File: config.mk
export PLATFORM = sky130hd
export DESIGN_NAME = atm_controller
export DESIGN_NICKNAME = d
export VERILOG_FILES = /design/src/rtl/atm_controller.sv
export SDC_FILE = /design/constraint.sdc
export NUM_CORES = 1
export LEC_CHECK = 0
export ABC_AREA = 0
export CORE_UTILIZATION = 40
export CTS_CLUSTER_SIZE = 16
export DETAILED_ROUTE_END_ITERATION = 10
export PLACE_DENSITY_LB_ADDON = 0.15
export SLEW_MARGIN = 20
export SYNTH_ARGS = -nofsm -noshare
export SYNTH_HDL_FRONTEND = slang
export SYNTH_SLANG_ARGS = --single-unit
File: constraint.sdc
create_clock -name clk_i -period 13.4 [get_ports clk_i]
set_input_delay 2.68 -clock clk_i [delete_from_list [all_inputs] [get_ports clk_i]]
set_output_delay 2.68 -clock clk_i [all_outputs]
set_load 0.03 [all_outputs]
File: src/rtl/atm_controller.sv
// ATM transaction controller with a 10-entry account table (PIN and balance).
// Each transaction runs IDLE -> AUTH -> MENU -> EXEC/ERROR -> IDLE and reports
// the resulting balance and a success flag on the final edge.
//
// state      | meaning
// -----------+---------------------------------------------------------
// IDLE   (7) | latch request fields on the next edge
// AUTH   (0) | check account range and PIN against the table
// MENU   (1) | dispatch to the requested operation or to ERROR
// ERROR  (2) | report failure, table untouched
// BALANCE(3) | report stored balance
// WITHDRAW(4)| subtract amount if funds suffice
// DEPOSIT(5) | add amount unless the 32-bit balance would overflow
// CHANGE_PIN(6)| replace stored PIN, report stored balance
module atm_controller (
    input  logic        clk_i,
    input  logic        rst_i,
    input  logic [2:0]  operation_i,
    input  logic [3:0]  acc_num_i,
    input  logic [15:0] pin_i,
    input  logic [15:0] new_pin_i,
    input  logic [31:0] amount_i,
    input  logic        language_i,
    output logic [31:0] balance_o,
    output logic        success_o,
    output logic [2:0]  state_o
);

    typedef enum logic [2:0] {
        S_AUTH       = 3'd0,
        S_MENU       = 3'd1,
        S_ERROR      = 3'd2,
        S_BALANCE    = 3'd3,
        S_WITHDRAW   = 3'd4,
        S_DEPOSIT    = 3'd5,
        S_CHANGE_PIN = 3'd6,
        S_IDLE       = 3'd7
    } state_t;

    localparam logic [15:0] RST_PIN [10] = '{
        16'd1234, 16'd2345, 16'd3456, 16'd4567, 16'd5678,
        16'd6789, 16'd7890, 16'd8901, 16'd9012, 16'd7123
    };
    localparam logic [31:0] RST_BAL [10] = '{
        32'd1000, 32'd2000, 32'd3000, 32'd4000, 32'd5000,
        32'd6000, 32'd7000, 32'd8000, 32'd9000, 32'd10000
    };

    state_t      state_q, state_d;

    logic [2:0]  op_q;
    logic        acc_ok_q;
    logic [3:0]  idx_q;
    logic [15:0] pin_in_q;
    logic [15:0] new_pin_q;
    logic [31:0] amount_q;
    // Language choice is held for the display front end; it never alters results here.
    logic        lang_unused_q;
    logic        auth_ok_q;

    logic [15:0] pin_tab_q [10];
    logic [31:0] bal_tab_q [10];

    logic [31:0] balance_q;
    logic        success_q;

    logic        acc_in_range;
    logic [31:0] stored_bal;
    logic [32:0] dep_sum;
    logic        wr_bal;
    logic        wr_pin;
    logic [31:0] new_bal;
    logic [31:0] res_bal;
    logic        res_succ;

    assign acc_in_range = (acc_num_i >= 4'd1) && (acc_num_i <= 4'd10);
    assign stored_bal   = bal_tab_q[idx_q];
    assign dep_sum      = {1'b0, stored_bal} + {1'b0, amount_q};

    // State register; reset aborts any transaction in flight.
    always_ff @(posedge clk_i) begin
        if (rst_i) begin
            state_q <= S_IDLE;
        end else begin
            state_q <= state_d;
        end
    end

    // Fixed walk through the sequence; MENU is the only branch point.
    always_comb begin
        state_d = state_q;
        case (state_q)
            S_IDLE: state_d = S_AUTH;
            S_AUTH: state_d = S_MENU;
            S_MENU: begin
                if (auth_ok_q && (op_q >= 3'd3) && (op_q <= 3'd6)) begin
                    state_d = state_t'(op_q);
                end else begin
                    state_d = S_ERROR;
                end
            end
            default: state_d = S_IDLE;
        endcase
    end

    // Result of the execution state, committed on the edge back to IDLE.
    always_comb begin
        wr_bal   = 1'b0;
        wr_pin   = 1'b0;
        new_bal  = stored_bal;
        res_bal  = 32'd0;
        res_succ = 1'b0;
        case (state_q)
            S_BALANCE: begin
                res_bal  = stored_bal;
                res_succ = 1'b1;
            end
            S_WITHDRAW: begin
                if (amount_q <= stored_bal) begin
                    new_bal  = stored_bal - amount_q;
                    wr_bal   = 1'b1;
                    res_bal  = new_bal;
                    res_succ = 1'b1;
                end
            end
            S_DEPOSIT: begin
                if (!dep_sum[32]) begin
                    new_bal  = dep_sum[31:0];
                    wr_bal   = 1'b1;
                    res_bal  = new_bal;
                    res_succ = 1'b1;
                end
            end
            S_CHANGE_PIN: begin
                wr_pin   = 1'b1;
                res_bal  = stored_bal;
                res_succ = 1'b1;
            end
            default: begin
            end
        endcase
    end

    // Request latch, authentication, account table and reported results.
    always_ff @(posedge clk_i) begin
        if (rst_i) begin
            op_q          <= 3'd0;
            acc_ok_q      <= 1'b0;
            idx_q         <= 4'd0;
            pin_in_q      <= 16'd0;
            new_pin_q     <= 16'd0;
            amount_q      <= 32'd0;
            lang_unused_q <= 1'b0;
            auth_ok_q     <= 1'b0;
            balance_q     <= 32'd0;
            success_q     <= 1'b0;
            for (int i = 0; i < 10; i++) begin
                pin_tab_q[i] <= RST_PIN[i];
                bal_tab_q[i] <= RST_BAL[i];
            end
        end else begin
            case (state_q)
                S_IDLE: begin
                    op_q          <= operation_i;
                    acc_ok_q      <= acc_in_range;
                    // Out-of-range accounts park on entry 0; auth fails regardless.
                    idx_q         <= acc_in_range ? (acc_num_i - 4'd1) : 4'd0;
                    pin_in_q      <= pin_i;
                    new_pin_q     <= new_pin_i;
                    amount_q      <= amount_i;
                    lang_unused_q <= language_i;
                end
                S_AUTH: begin
                    auth_ok_q <= acc_ok_q && (pin_in_q == pin_tab_q[idx_q]);
                end
                S_MENU: begin
                end
                default: begin
                    balance_q <= res_bal;
                    success_q <= res_succ;
                    if (wr_bal) begin
                        bal_tab_q[idx_q] <= new_bal;
                    end
                    if (wr_pin) begin
                        pin_tab_q[idx_q] <= new_pin_q;
                    end
                end
            endcase
        end
    end

    assign balance_o = balance_q;
    assign success_o = success_q;
    assign state_o   = state_q;

endmodule

# [Word level (Yosys, flattened, before mapping)]
# Memory sizes are Yosys's and may differ from the RTL's. A register that Yosys moved wholly into a read port is not among the register bits.
# Cells that the tools add are included.
[word_totals] regBits=109 ram_bits=480 output_inout_bits=36 wordCells=70 inputBits=74 memories=2
[op_classes] order_cmp=5 mux=34 n_reduce_logical=9 n_eq_ne=7 n_addsub=3
[memory_table] memory="bal_tab_q" depth=10 word_bits=32 rd=1 rd_clocked_by_memory_dff=1 write_ports=10 line_no="62" source="logic [31:0] bal_tab_q [10];"
[memory_table] memory="pin_tab_q" depth=10 word_bits=16 rd=1 rd_clocked_by_memory_dff=1 write_ports=10 line_no="61" source="logic [15:0] pin_tab_q [10];"
[ops] op="$mux W32" count=5
[ops] op="$pmux W32 S3" count=1
[ops] op="$pmux W32 S2" count=1
[ops] op="$add A32 B32 Y33" count=1
[ops] op="$le A32 B32 Y1" count=1
[ops] op="$reduce_or A32 Y1" count=1
[ops] op="$sub A32 B32 Y32" count=1
[ops] op="$mux W4" count=7
[ops] op="$eq A16 B16 Y1" count=1
[ops] op="$mux W16" count=1
[ops] op="$reduce_or A16 Y1" count=1
[ops] op="$mux W1" count=15
[ops] op="$eq A3 B3 Y1 const B" count=4
[ops] op="$pmux W3 S3" count=1
[ops] op="$ge A4 B1 Y1 const B" count=1
[ops] op="$le A4 B4 Y1 const B" count=1
[ops] op="$logic_and A1 B1 Y1" count=4
[ops] op="$sub A4 B1 Y4 const B" count=1
[ops] op="$eq A3 B1 Y1 const B" count=1
[ops] op="$eq A3 B2 Y1 const B" count=1
[ops] op="$ge A3 B2 Y1 const B" count=1
[ops] op="$le A3 B3 Y1 const B" count=1
[ops] op="$logic_not A3 Y1" count=1
[ops] op="$mux W3" count=1
[ops] op="4 further kinds" count=4

# [Depth between registers and ports, before layout]
# Gate-level depths: netlist of the first run.
[depth] word_depth=9 depth_mapped=22 mapped_depth_nobuf=15

# [Worst setup path before layout of the first run]
# OpenSTA, ideal clock, no wires.
[synth_path] kind="register to register" from="register (tool-made name)" to="memory bal_tab_q[14][0], enable pin" required_time_ns=12.939 path_slack_ns=5.679 path_buffers=7 stages_incl_launch_ff=19 arrival_ns=7.260 setup_ns=0.461 synth_period_minus_slack_ns=7.721 path_cell_list="dfxtp_1 buf_2 buf_2 buf_2 buf_1 mux4_2 mux4_2 ha_1 buf_4 nor2b_1 a2111oi_2 a211oi_1 o31ai_1 o22ai_2 a21oi_4 o21ai_2 buf_2 clkbuf_1 nor3_1"
[synth_rtl] item="to (decl)" line_no="62"

==> flow_summary.yaml, run 1 <==
worst_setup_path:
  worst_path_dominant_cell_family: "compound AO/OA/AOI/OAI gates"
  critical_path.slowest_cell: "a21oi_4"
  worst_ep_required_time_ns: 13.72
  critical_path.endpoint_type: "flip-flop"
  worst_setup_path_start_kind: "flip-flop"
  worst_path_cell_trace: "buf_12, mux4_2, mux4_2, ha_1, nor2b_1, a2111oi_2, a211oi_1, o31ai_1, o22ai_2, a21oi_4, o21ai_2, buf_4, or4_2, nand2_2, buf_4"
  critPathMaxFanout: 128
  timing.critical_path.arrival_ns: 8.71
  path_class: "flip-flop to flip-flop"
  rrSetupSlack_ns: 5.01
  cp_num_buf_inv: 3
  worst_path_largest_cell_delay_ns: 0.97
detailed_routing:
  antenna_violating_nets_post_route: 0
  drt-total-wl_microns: 123100
  drt_pre_antenna_iters: 5
  wl_per_cell_microns: 28.50
  number_of_vias_after_detailed_routing: 25400
  route.detailed.drc: 0
  drt_iter0_drc: 2625
  drt-vias-per-instance: 5.880
synthesis:
  syn_avg_cell_area_sq_um: 13.81
  synth_warnings: 0
  synth_top_area_share: 0.5758
  dominant_cell_by_count_in_the_synthesized_netlist: "edfxtp_1"
  synth.cells.most_frequent: "edfxtp_1 (768), nor2_1 (390), nand2_1 (351)"
  number_of_flops_mapped_to_enable_cells_by_yosys: 768
  synthesis.area_sq_um: 40050
  most_instantiated_flip_flop_cell_in_the_synthesis_netlist: "edfxtp_1"
  postSynthRegisterBits: 881
  synth_seq_area_share: 0.6322
  netlist_top_cells_area: "edfxtp_1 (58%), mux4_2 (13%), dfxtp_1 (5.6%), nor2_1 (3.7%), nand2_1 (3.3%)"
  synthArstFlopShare: 0
  postSynthCellCount: 2900
  postSynthNetCount: 3047
  synth_top_area_cell: "edfxtp_1"
  netlist-cell-type-count: 87
sta:
  finalHoldViolCount: 0
  timing.final.max_slew_violations: 0
  measured_slew_at_the_worst_slew_check_pin_ns: 1.117
  setup-violations-final: 0
  finalWorstPathRequiredPeriod_ns: 8.388
  max_freq_ghz: 0.1192
  rsz_0062_raised_after_global_routing: "no"
  post-route-worst-setup-slack_ns: 5.012
  max_slew_margin: 0.2526
  totalNegativeSetupSlack_ns: 0
  clock-skew-final_ns: 0.05428
  final_worst_path_cycle_share: 0.6260
pwr:
  overall_power_consumption_uw: 9492
  vdd_ir_drop_max_mv: 0.1433
  power_per_cell_area_nw_per_um2: 209.3
  leakage_uw: 0.01490
global_route:
  grt_start_max_net_pins: 129
  grt_antenna_before_repair: 1
  grt_pass1_vias: 25740
  wire_length_of_the_first_global_routing_pass_microns: 178000
  globalRouteOverflowTotal: 0
  gr-usage-all-layers: 0.2427
run:
  max_cap_violations: 0
clocking:
  clock_sinks: 881
  htree_levels: 3
  clk_path_buf_depth: 3
  cts.repair_timing.setup_buffer_count: 0
  cts_tree: "yes"
  cts.hold.buffers_added: 0
  clock_tree.root_cell: "clkbuf_16"
  cts_buffers: 94
  cts.repair.resized: 0
  clkSlewWorstSetupHoldPaths_ns: 0.06
  worst_skew_pair.late_latency_ns: 0.69
placed_design:
  dp.final_hpwl_microns: 76850
  portBuffers: 108
  dp_worst_setup_slack_ns: 4.931
  gp_congestion: 0.8871
finish:
  finalNetCount: 3103
  syn2layout_area_growth_pct: 13.23
  diodes: 0
  proportion_of_layout_cells_with_a_drive_suffix_above_1: 0.1668
floorplanning:
  fp.coreArea_sq_um: 98850
  die_area_sq_um: 101400
  fp-row-count: 115
  die-height_microns: 318.4
  die_w_microns: 318.4
  effective_utilization_at_floorplan: 0.4052
  boundary_pin_count: 110
run_status:
  outcome: "finished, final reports clean"
min_path:
  hold_class: "flip-flop to flip-flop"
cell type report:
type / instances / area [sq um]
timing repair buffer: 161 / 1501
fill: 8798 / 53500
clock buffer: 139 / 2633
clock inverter: 34 / 231.5
multi-input combinational: 1695 / 13580
inverter: 123 / 461.7
tap: 1287 / 1610
sequential: 881 / 25340
worst paths after layout:
check                     from                to  cells past startpoint
hold / removal    new_pin_q[9]      new_pin_q[9]                      2
hold reg to reg   new_pin_q[9]      new_pin_q[9]                      2
setup reg to reg     flip-flop  bal_tab_q[8][15]                     15
setup / recovery     flip-flop  bal_tab_q[8][15]                     15
per-stage QoR:
step | area (sq um) | instances | util | hold slack [ns]
after floorplan | 40050 | 2900 | - | 0.4366
after global placement | 42440 | 4147 | 0.4294 | 0.4521
after detailed placement | 42470 | 4147 | 0.4297 | 0.4539
after CTS | 45340 | 4320 | 0.4586 | 0.4617
after global routing | 45350 | 4320 | 0.4588 | 0.4850
final | 45350 | 4320 | 0.4588 | 0.4608
cell usage in the layout (no fill, tap or decap), types with 9 or more instances in the layout:
cell,synthesis,final
nor3_1,34,29
a211oi_1,9,9
xnor2_1,11,11
clkbuf_8,0,9
clkdlybuf4s50_1,0,107
o21ai_0,47,46
xor2_1,19,19
o21bai_1,11,11
nand3_1,32,31
a221oi_1,9,9
o31ai_1,19,18
nor4_1,13,12
ha_1,71,71
mux4_2,238,238
clkbuf_16,0,95
nand2b_1,18,18
a22oi_1,28,28
edfxtp_1,768,768
clkinv_1,1,11
inv_1,120,119
a21o_1,17,17
nor2_1,390,383
nand4_1,15,15
or2_2,10,10
dfxtp_1,113,110
clkinv_2,0,15
o221ai_1,17,17
a31oi_1,10,10
nand2_1,351,342
a221o_1,19,19
a21oi_1,145,145
clkbuf_1,107,35
and2_1,13,13
buf_4,4,52
nor2_2,19,20
nor2b_1,14,14
metal layers:
layer / global-route usage / vias up / routed length [microns]
met1: 0.3233 / 13260 / 51320
li1: - / 11010 / -
met2: 0.4063 / 950 / 60160
met4: 0.08524 / 0 / 4003
met5: 0 / - / 0
met3: 0.03434 / 181 / 7653
registers in the layout, summed over array words and instances (netlist names), 4 cells and up, named ones only:
register,cells
pin_in_q,16
pin_tab_q,256
bal_tab_q,512
new_pin_q,16
amount_q,32
balance_o,32
idx_q,4
worst register-to-register path, stage by stage (launching register included):
cell and delay, ns:
dfxtp_4 0.90, buf_12 0.70, mux4_2 0.58, mux4_2 0.62
ha_1 0.53, nor2b_1 0.10, a2111oi_2 0.34, a211oi_1 0.18
o31ai_1 0.65, o22ai_2 0.40, a21oi_4 0.97, o21ai_2 0.07
buf_4 0.29, or4_2 0.72, nand2_2 0.49, buf_4 0.51
cell families after synthesis:
group / after synthesis / synth area share
compound gates: 405 / 0.06835
xor+xnor: 30 / 0.006560
fa+ha+maj: 73 / 0.02318
buf+inv: 324 / 0.03333
flops: 881 / 0.6322
mux: 242 / 0.1348
simple gates: 945 / 0.1015
report_power, final:
| part | internal [uW] | switching [uW] | leakage [uW] |
|---|---|---|---|
| clock | 1380 | 1070 | 0.00140 |
| sequential | 3260 | 210 | 0.00805 |
| combinational | 1210 | 2360 | 0.00545 |
Power figures use the tool's default switching activity.
==> run 2, diff against run 1 <==
Clock period 13.4 ns to 8.12 ns, I/O delays scaled along.
==> flow_summary.yaml, run 2 (synthesized netlist as in run 1, its figures left out) <==
global_route:
  gr-usage-all-layers: 0.2431
  wire_length_of_the_first_global_routing_pass_microns: 177700
  globalRouteOverflowTotal: 0
  grt_antenna_before_repair: 1
  grt_start_max_net_pins: 76
  grt_pass1_vias: 25430
finish:
  most_frequent_cells_in_the_layout: "edfxtp_1 (768), nor2_1 (384), nand2_1 (341)"
  finalNetCount: 3149
  diodes: 0
  largest_register_ff_count: 512
  most_common_cell_after_layout_fill_and_taps_aside: "edfxtp_1"
  fillCellCount: 8707
  proportion_of_layout_cells_with_a_drive_suffix_above_1: 0.1812
  postLayoutCellArea_sq_um: 46050
  syn2layout_area_growth_pct: 14.96
  layout_top_registers: "bal_tab_q: 512 flops, pin_tab_q: 256 flops"
  regMostFlops: "bal_tab_q"
run_status:
  outcome: "finished, final reports clean"
placed_design:
  dp_worst_setup_slack_ns: 1.147
  portBuffers: 108
  dp.final_hpwl_microns: 80220
  placed_cell_area_sq_um: 42910
  gp_congestion: 0.8989
detailed_routing:
  drt_pre_antenna_iters: 5
  drt-total-wl_microns: 123500
  drt_iter0_drc: 2809
  route.detailed.drc: 0
  wl_per_cell_microns: 28.29
  antenna_violating_nets_post_route: 0
  number_of_vias_after_detailed_routing: 25630
  drt-vias-per-instance: 5.870
clocking:
  cts.repair_timing.setup_buffer_count: 0
  clock_sinks: 881
  cts.hold.buffers_added: 0
  cts_buffers: 95
  clkSlewWorstSetupHoldPaths_ns: 0.06
  htree_levels: 3
  worst_skew_pair.late_latency_ns: 0.67
  cts_tree: "yes"
  cts.repair.resized: 0
  clock_tree.root_cell: "clkbuf_16"
  clk_path_buf_depth: 3
sta:
  post-route-worst-setup-slack_ns: 1.171
  clock-skew-final_ns: 0.03839
  totalNegativeSetupSlack_ns: 0
  max_slew_margin: 0.2470
  setup-violations-final: 0
  measured_slew_at_the_worst_slew_check_pin_ns: 1.125
  timing.final.max_slew_violations: 0
  max_freq_ghz: 0.1439
  finalHoldViolCount: 0
  finalWorstPathRequiredPeriod_ns: 6.949
  rsz_0062_raised_after_global_routing: "no"
  final_worst_path_cycle_share: 0.8558
worst_setup_path:
  rrSetupSlack_ns: 1.17
  cell_count_of_the_worst_reg_to_reg_path: 14
  worst_ep_required_time_ns: 8.45
  timing.rr.end: "bal_tab_q[13][0]"
  path_class: "flip-flop to flip-flop"
  timing.critical_path.arrival_ns: 7.28
  critPathMaxFanout: 20
  worst_setup_path_start_kind: "flip-flop"
  critical_path.endpoint_type: "flip-flop"
min_path:
  end_point_of_the_most_critical_hold_path: "new_pin_q[15]"
  timing.hold.worst_path_depth: 2
  min-delay-start: "new_pin_q[15]"
  hold_class: "flip-flop to flip-flop"
pwr:
  vdd_ir_drop_max_mv: 0.2615
  leakage_uw: 0.01528
  power_per_cell_area_nw_per_um2: 348.7
floorplanning:
  die-height_microns: 318.4
  fp-row-count: 115
  fp.coreArea_sq_um: 98850
  boundary_pin_count: 110
  die_w_microns: 318.4
  die_area_sq_um: 101400
  effective_utilization_at_floorplan: 0.4052
run:
  max_cap_violations: 0
==> run 2: cell types whose count changed in the layout (fill, tap and decap cells not counted), moves of 2 or more <==
| cell | previous run | this run |
|---|---|---|
| nand2_2 | 4 | 10 |
| bufinv_16 | 1 | 10 |
| nand2_4 | 5 | 0 |
| clkbuf_1 | 35 | 21 |
| a2111oi_2 | 3 | 1 |
| clkinv_2 | 15 | 12 |
| a2111oi_1 | 1 | 3 |
| clkinv_1 | 11 | 18 |
| buf_12 | 2 | 12 |
| nor3_2 | 6 | 8 |
| buf_4 | 52 | 87 |
==> run 2: power by group <==
part | internal, uW | total, uW | switching (uW)
logic | 2070 | 5950 | 3880
clock network | 2580 | 4380 | 1790
registers | 5370 | 5720 | 352
==> run 2: metal layers <==
metal / vias to the layer above / routed length, microns / GRT usage / share of wire
met4: 0 / 3698 / 0.07354 / 0.030
met2: 1101 / 59620 / 0.4016 / 0.48
li1: 11090 / - / - / -
met5: - / 0 / 0 / 0
met1: 13260 / 50800 / 0.3248 / 0.41
met3: 184 / 9428 / 0.04687 / 0.076
==> run 2: worst max path at each step <==
stage | startpoint | slack, ns | endpoint | cells past startpoint
detailed placement | flip-flop | 1.15 | bal_tab_q[13][11] | 14
floorplan | flip-flop | 0.40 | bal_tab_q[14][0] | 18
CTS | flip-flop | 1.12 | bal_tab_q[10][3] | 14
finish | flip-flop | 1.17 | bal_tab_q[13][0] | 14
global placement | flip-flop | 1.21 | bal_tab_q[13][0] | 14
global route | flip-flop | 0.71 | bal_tab_q[14][3] | 14
==> run 2: layout make-up <==
class | count | area, sq um | share of cell area
Sequential cell | 881 | 25340 | 0.5502
Multi-Input combinational cell | 1695 | 13540 | 0.2940
Clock buffer | 127 | 2619 | 0.05687
Timing Repair Buffer | 206 | 1964 | 0.04266
Tap cell | 1287 | 1610 | 0.03497
Clock inverter | 48 | 520.5 | 0.01130
Inverter | 123 | 461.7 | 0.01003
==> run 2: stage by stage <==
stage	power, uW	util	hold WS (ns)	std cells
after detailed placement	11730	0.4340	0.4523	4192
after global placement	11660	0.4340	0.4520	4192
after global routing	16770	0.4658	0.4855	4367
after floorplan	9597	-	0.4366	2900
after CTS	16090	0.4658	0.4607	4367
final	16060	0.4658	0.4570	4367
==> run 2: critical path, cell delays in order (launching register included) <==
cell and delay [ns]:
dfxtp_1 0.93, inv_2 0.60, buf_12 0.36, mux4_2 0.51, ha_1 0.46, o21bai_1 0.15, o2111ai_1 0.32, a211oi_1 0.20
o31ai_1 0.65, o22ai_2 0.32, a21o_1 0.29, a21oi_4 0.55, nand2_1 0.27, nor2_4 0.62, buf_12 0.29
==> RTL change 1: new RTL, settings of run 2 <==
Add an input register stage for `operation_i`, `acc_num_i`, `pin_i`, `new_pin_i`, `amount_i` and `language_i`; this delays them by one clock.
--- a/src/rtl/atm_controller.sv
+++ b/src/rtl/atm_controller.sv
@@ -47,4 +47,20 @@
     };
 
+    logic [2:0] operation_q;
+    logic [3:0] acc_num_q;
+    logic [15:0] pin_q;
+    logic [15:0] new_pin_r;
+    logic [31:0] amount_r;
+    logic language_q;
+
+    always_ff @(posedge clk_i) begin
+        operation_q <= operation_i;
+        acc_num_q   <= acc_num_i;
+        pin_q       <= pin_i;
+        new_pin_r   <= new_pin_i;
+        amount_r    <= amount_i;
+        language_q  <= language_i;
+    end
+
     state_t      state_q, state_d;
 
@@ -74,5 +90,5 @@
     logic        res_succ;
 
-    assign acc_in_range = (acc_num_i >= 4'd1) && (acc_num_i <= 4'd10);
+    assign acc_in_range = (acc_num_q >= 4'd1) && (acc_num_q <= 4'd10);
     assign stored_bal   = bal_tab_q[idx_q];
     assign dep_sum      = {1'b0, stored_bal} + {1'b0, amount_q};
@@ -162,12 +178,12 @@
             case (state_q)
                 S_IDLE: begin
-                    op_q          <= operation_i;
+                    op_q          <= operation_q;
                     acc_ok_q      <= acc_in_range;
                     // Out-of-range accounts park on entry 0; auth fails regardless.
-                    idx_q         <= acc_in_range ? (acc_num_i - 4'd1) : 4'd0;
-                    pin_in_q      <= pin_i;
-                    new_pin_q     <= new_pin_i;
-                    amount_q      <= amount_i;
-                    lang_unused_q <= language_i;
+                    idx_q         <= acc_in_range ? (acc_num_q - 4'd1) : 4'd0;
+                    pin_in_q      <= pin_q;
+                    new_pin_q     <= new_pin_r;
+                    amount_q      <= amount_r;
+                    lang_unused_q <= language_q;
                 end
                 S_AUTH: begin
Function: changed (Yosys sat finds a counterexample within 4 cycles, from zero or initial values and one cycle with rst_i high).
==> RTL change 1 against run 2 <==
Setup slack worse by 150 ps; wire length about the same; design area up 3.9%; sequential cell count up 71; total power down 6.6%; area after synthesis up 4.6%; die area up 4.5%; maximum frequency down 2.1%; highest routed layer unchanged.
==> RTL change 1: results (changes against run 2) <==
metric,value,unit,change
"CTS clk-pin slew, worst paths",60,ps,about the same
largest net degree at the start of global routing,73,,-3.9%
nets@finish,3250,,+3.2%
sequential share of the synthesized area,63.86,%,+0.64 points
wl on met1,50.16,mm,-1.3%
antenna violations before repair,0,,-1
Max IR drop VDD,0.0002157,V,-18%
Num CTS Buffers,101,,+6.3%
Vias,26050,,+1.6%
H-tree depth,3,,unchanged
status,"finished, final reports clean",,
Syn Nets,3160,,+3.7%
post_cts resized,0,,unchanged
routed wire length,123.5,mm,about the same
most frequent cells after synthesis,"edfxtp_1 (768), nor2_1 (402), nand2_1 (368)",,
DRT iter0 DRCs,2362,,-16%
Post-synth EDFFs,768,,unchanged
Largest regs,"bal_tab_q x512, pin_tab_q x256",,
Top Layer Used,met4,,
PortBufs,108,,unchanged
routability cong.,0.8569,,-4.7%
DR WL met3,7.254,mm,-23%
cells on worst reg2reg path,15,,+1
Pleak,15.87,nW,+3.9%
root buffer cell,clkbuf_16,,
Netlist cell types,98,,+13%
Crit Path Category,reg2reg,,
Synth warnings,0,,unchanged
HP Class,reg2reg,,
worst-path fanout max,28,,+40%
Post-CTS Setup Inserts,0,,unchanged
GRT Resource Usage Total,23.27,%,-1.0 points
Antenna Cells,0,,unchanged
maximum root-to-sink buffer count,3,,unchanged
Slew Limit Headroom,26.65,%,+2.0 points
"Clk Latency, worst-skew pair",700,ps,+30 ps
Hold Path Stages,2,,unchanged
fraction of layout cells with a size suffix above 1,18.19,%,+0.076 points
met2 WL,62.54,mm,+4.9%
top_reg_cell synth,edfxtp_1,,
Final Skew,34.18,ps,-4.212 ps
Switch Pwr,0.005152,W,-15%
async set or reset register ratio after synthesis,0,%,unchanged
hpwl dp,79.22,mm,-1.3%
fill cell count,9254,,+6.3%
first-pass GRT wire length,179.7,mm,+1.1%
Synth area leaders,"edfxtp_1 (55%), mux4_2 (13%), dfxtp_1 (8.8%)",,
First-pass DRT Iterations,6,,+1
CP arrival,7480,ps,+200 ps
-- RTL change 1: cell count changes after synthesis, moves of 12 or more --
cell	delta
a21oi_1	+22
a22oi_1	-14
buf_1	-15
buf_4	+12
clkbuf_1	-18
dfxtp_1	+71
inv_1	-18
mux2i_1	+12
nand2_1	+17
nor2_1	+12
nor3_2	+17
-- RTL change 1: metrics by stage --
stage	util (%)	setup slack, ps	std cells	hold slack [ps]	instance area (um^2)
6_report	46.14	1021	4568	435.0	47820
3_3_place_gp	42.91	1126	4381	425.8	44480
4_1_cts	46.14	1026	4568	437.8	47820
2_1_floorplan	-	1180	3014	417.4	41880
3_5_place_dp	42.91	1062	4381	428.6	44480
5_1_grt	46.14	786.7	4568	458.6	47820
-- RTL change 1: per-layer routing --
layer  vias to the layer above  GRT usage [%]
met5                         -              0
li1                      11440              -
met2                       919          40.13
met4                         0          7.287
met1                     13510          30.21
met3                       183          3.459
-- RTL change 1: final timing paths --
check                                 start                to  slack, ps
worst max-delay path               register  bal_tab_q[2][14]       1020
worst max register to register     register  bal_tab_q[2][14]       1020
worst min-delay path            amount_r[5]       amount_q[5]        430
worst min register to register  amount_r[5]       amount_q[5]        430
-- RTL change 1: cell families after synthesis --
logic type | Yosys count | share of synthesized area, %
buffers and inverters | 300 | 3.230
xor gates and xnor gates | 22 | 0.4601
muxes | 251 | 12.97
and+or+nand+nor | 990 | 10.38
DFF | 952 | 63.86
adders and majority gates | 72 | 2.187
AOI/OAI and AO/OA | 427 | 6.913
-- RTL change 1: cell type report --
cell class / instances / area share (%)
Multi-Input combinational cell: 1762 / 29.05
Tap cell: 1380 / 3.610
Clock inverter: 59 / 1.298
Sequential cell: 952 / 55.96
Timing Repair Buffer: 182 / 3.569
Clock buffer: 128 / 5.688
Inverter: 105 / 0.8241
-- RTL change 1: worst max-delay path: stages, from the launching register on --
cell and delay (ps):
dfxtp_4 670, buf_4 410, mux4_2 560, mux4_2 620, ha_1 610, nand4_1 320
nor4_2 500, inv_2 110, o31ai_2 310, o31a_2 750, o21ai_2 200, nor2_1 270
nand2_2 70, buf_4 340, nand2_2 650, buf_12 270
-- RTL change 1: power by group through the flow --
stage	clock, W	combinational [W]	sequential (W)
after floorplan	0	0.00293	0.00600
after global placement	0	0.00437	0.00602
after detailed placement	0	0.00441	0.00604
after CTS	0.00471	0.00442	0.00593
after global routing	0.00489	0.00474	0.00597
final	0.00464	0.00442	0.00593
==> RTL change 2: new RTL, settings of run 2 <==
Without the edit above. Put one more register stage on the output `balance_o`, with the module's reset. The value now appears one clock later. The other outputs are not delayed to match.
--- a/src/rtl/atm_controller.sv
+++ b/src/rtl/atm_controller.sv
@@ -190,5 +190,11 @@
     end
 
-    assign balance_o = balance_q;
+    always_ff @(posedge clk_i) begin
+        if (rst_i) begin
+            balance_o <= '0;
+        end else begin
+            balance_o <= balance_q;
+        end
+    end
     assign success_o = success_q;
     assign state_o   = state_q;
Behaviour: same outputs for any inputs over 4 cycles, from zero or initial values and one cycle with rst_i high; that may be too few to reach the edited logic, so the function may still have changed.
==> RTL change 2 against run 2 <==
Setup slack better by 180 ps; via count up 1.3%; clock skew up 31 ps; area after synthesis up 2.7%; design area up 2.7%; non-clock buffer count unchanged; sequential cell count up 32; wire length down 0.60%; synthesized cell count up 4.3%; hold slack worse by 21 ps; total power down 9.6%; cell count up 4.7%; critical endpoint is now bal_tab_q[9][3]; largest power group is now registers; highest routed layer unchanged.
==> RTL change 2: results (changes against run 2) <==
metric,value,unit,change
vias in the first global route,26290,,+3.4%
post-synthesis adder-cell area fraction,2.258,%,-0.060 points
fill cell count,9070,,+4.2%
CP arrival,7150,ps,-130 ps
Top delay family on crit path,simple AND/OR/NAND/NOR gates,,
wl on met1,50.77,mm,about the same
worst-path fanout max,17,,-15%
vias per cell,5.677,,-3.3%
met2 WL,60.30,mm,+1.2%
routability cong.,0.9038,,+0.55%
DR WL met3,8.273,mm,-12%
sequential share of the synthesized area,63.15,%,-0.075 points
XOR/XNOR Fraction of Synth Area,0.5538,%,-0.10 points
Compound-Gate Fraction of Synth Area,7.127,%,+0.29 points
most frequent cells after synthesis,"edfxtp_1 (768), nor2_1 (414), nand2_1 (354)",,
Worst Hold Margin,435.6,ps,-21.43 ps
Num CTS Buffers,98,,+3.2%
DRT iter0 DRCs,2511,,-11%
met1 Usage GRT,31.87,%,-0.61 points
flop2flop setup slack,1350,ps,+180 ps
Syn Nets,3173,,+4.1%
fraction of layout cells with a size suffix above 1,17.29,%,-0.83 points
nets@finish,3269,,+3.8%
met3 Resource Use GR,3.623,%,-1.1 points
crit path max-delay cell type,nor4_1,,
met2 Use GR,39.75,%,-0.40 points
Netlist cell types,84,,-3.4%
Max IR drop VDD,0.0002834,V,+8.4%
status,"finished, final reports clean",,
CP peak stage delay,850,ps,-80 ps
hold_sp,balance_q[28],,
GRT Resource Usage Total,23.72,%,-0.60 points
Final Skew,69.49,ps,+31.09 ps
largest net degree at the start of global routing,77,,+1.3%
crit path capture,bal_tab_q[9][3],,
==> RTL change 2: final cells by class <==
cell class	instances	area share, %
Clock buffer	122	5.573
Sequential cell	913	54.92
Timing Repair Buffer	206	4.179
Inverter	120	0.9549
Clock inverter	61	1.354
Multi-Input combinational cell	1783	29.40
Tap cell	1368	3.619
==> RTL change 2: power by group <==
| group | switching (W) | leakage [nW] | total, W | internal, W |
|---|---|---|---|---|
| Combinational | 0.00281 | 5.93 | 0.00433 | 0.00152 |
| Clock | 0.00190 | 1.60 | 0.00451 | 0.00261 |
| Sequential | 0.000228 | 8.36 | 0.00567 | 0.00544 |
| Total | 0.00494 | 15.9 | 0.0145 | 0.00957 |
==> RTL change 2: per-stage QoR <==
step	area, um^2	total power [W]	util, %	std cells
after global placement	44020	0.01003	43.21	4390
after floorplan	41120	0.008541	-	3026
after detailed placement	44020	0.01007	43.21	4390
after CTS	47300	0.01459	46.43	4573
after global routing	47300	0.01512	46.43	4573
final	47300	0.01451	46.43	4573
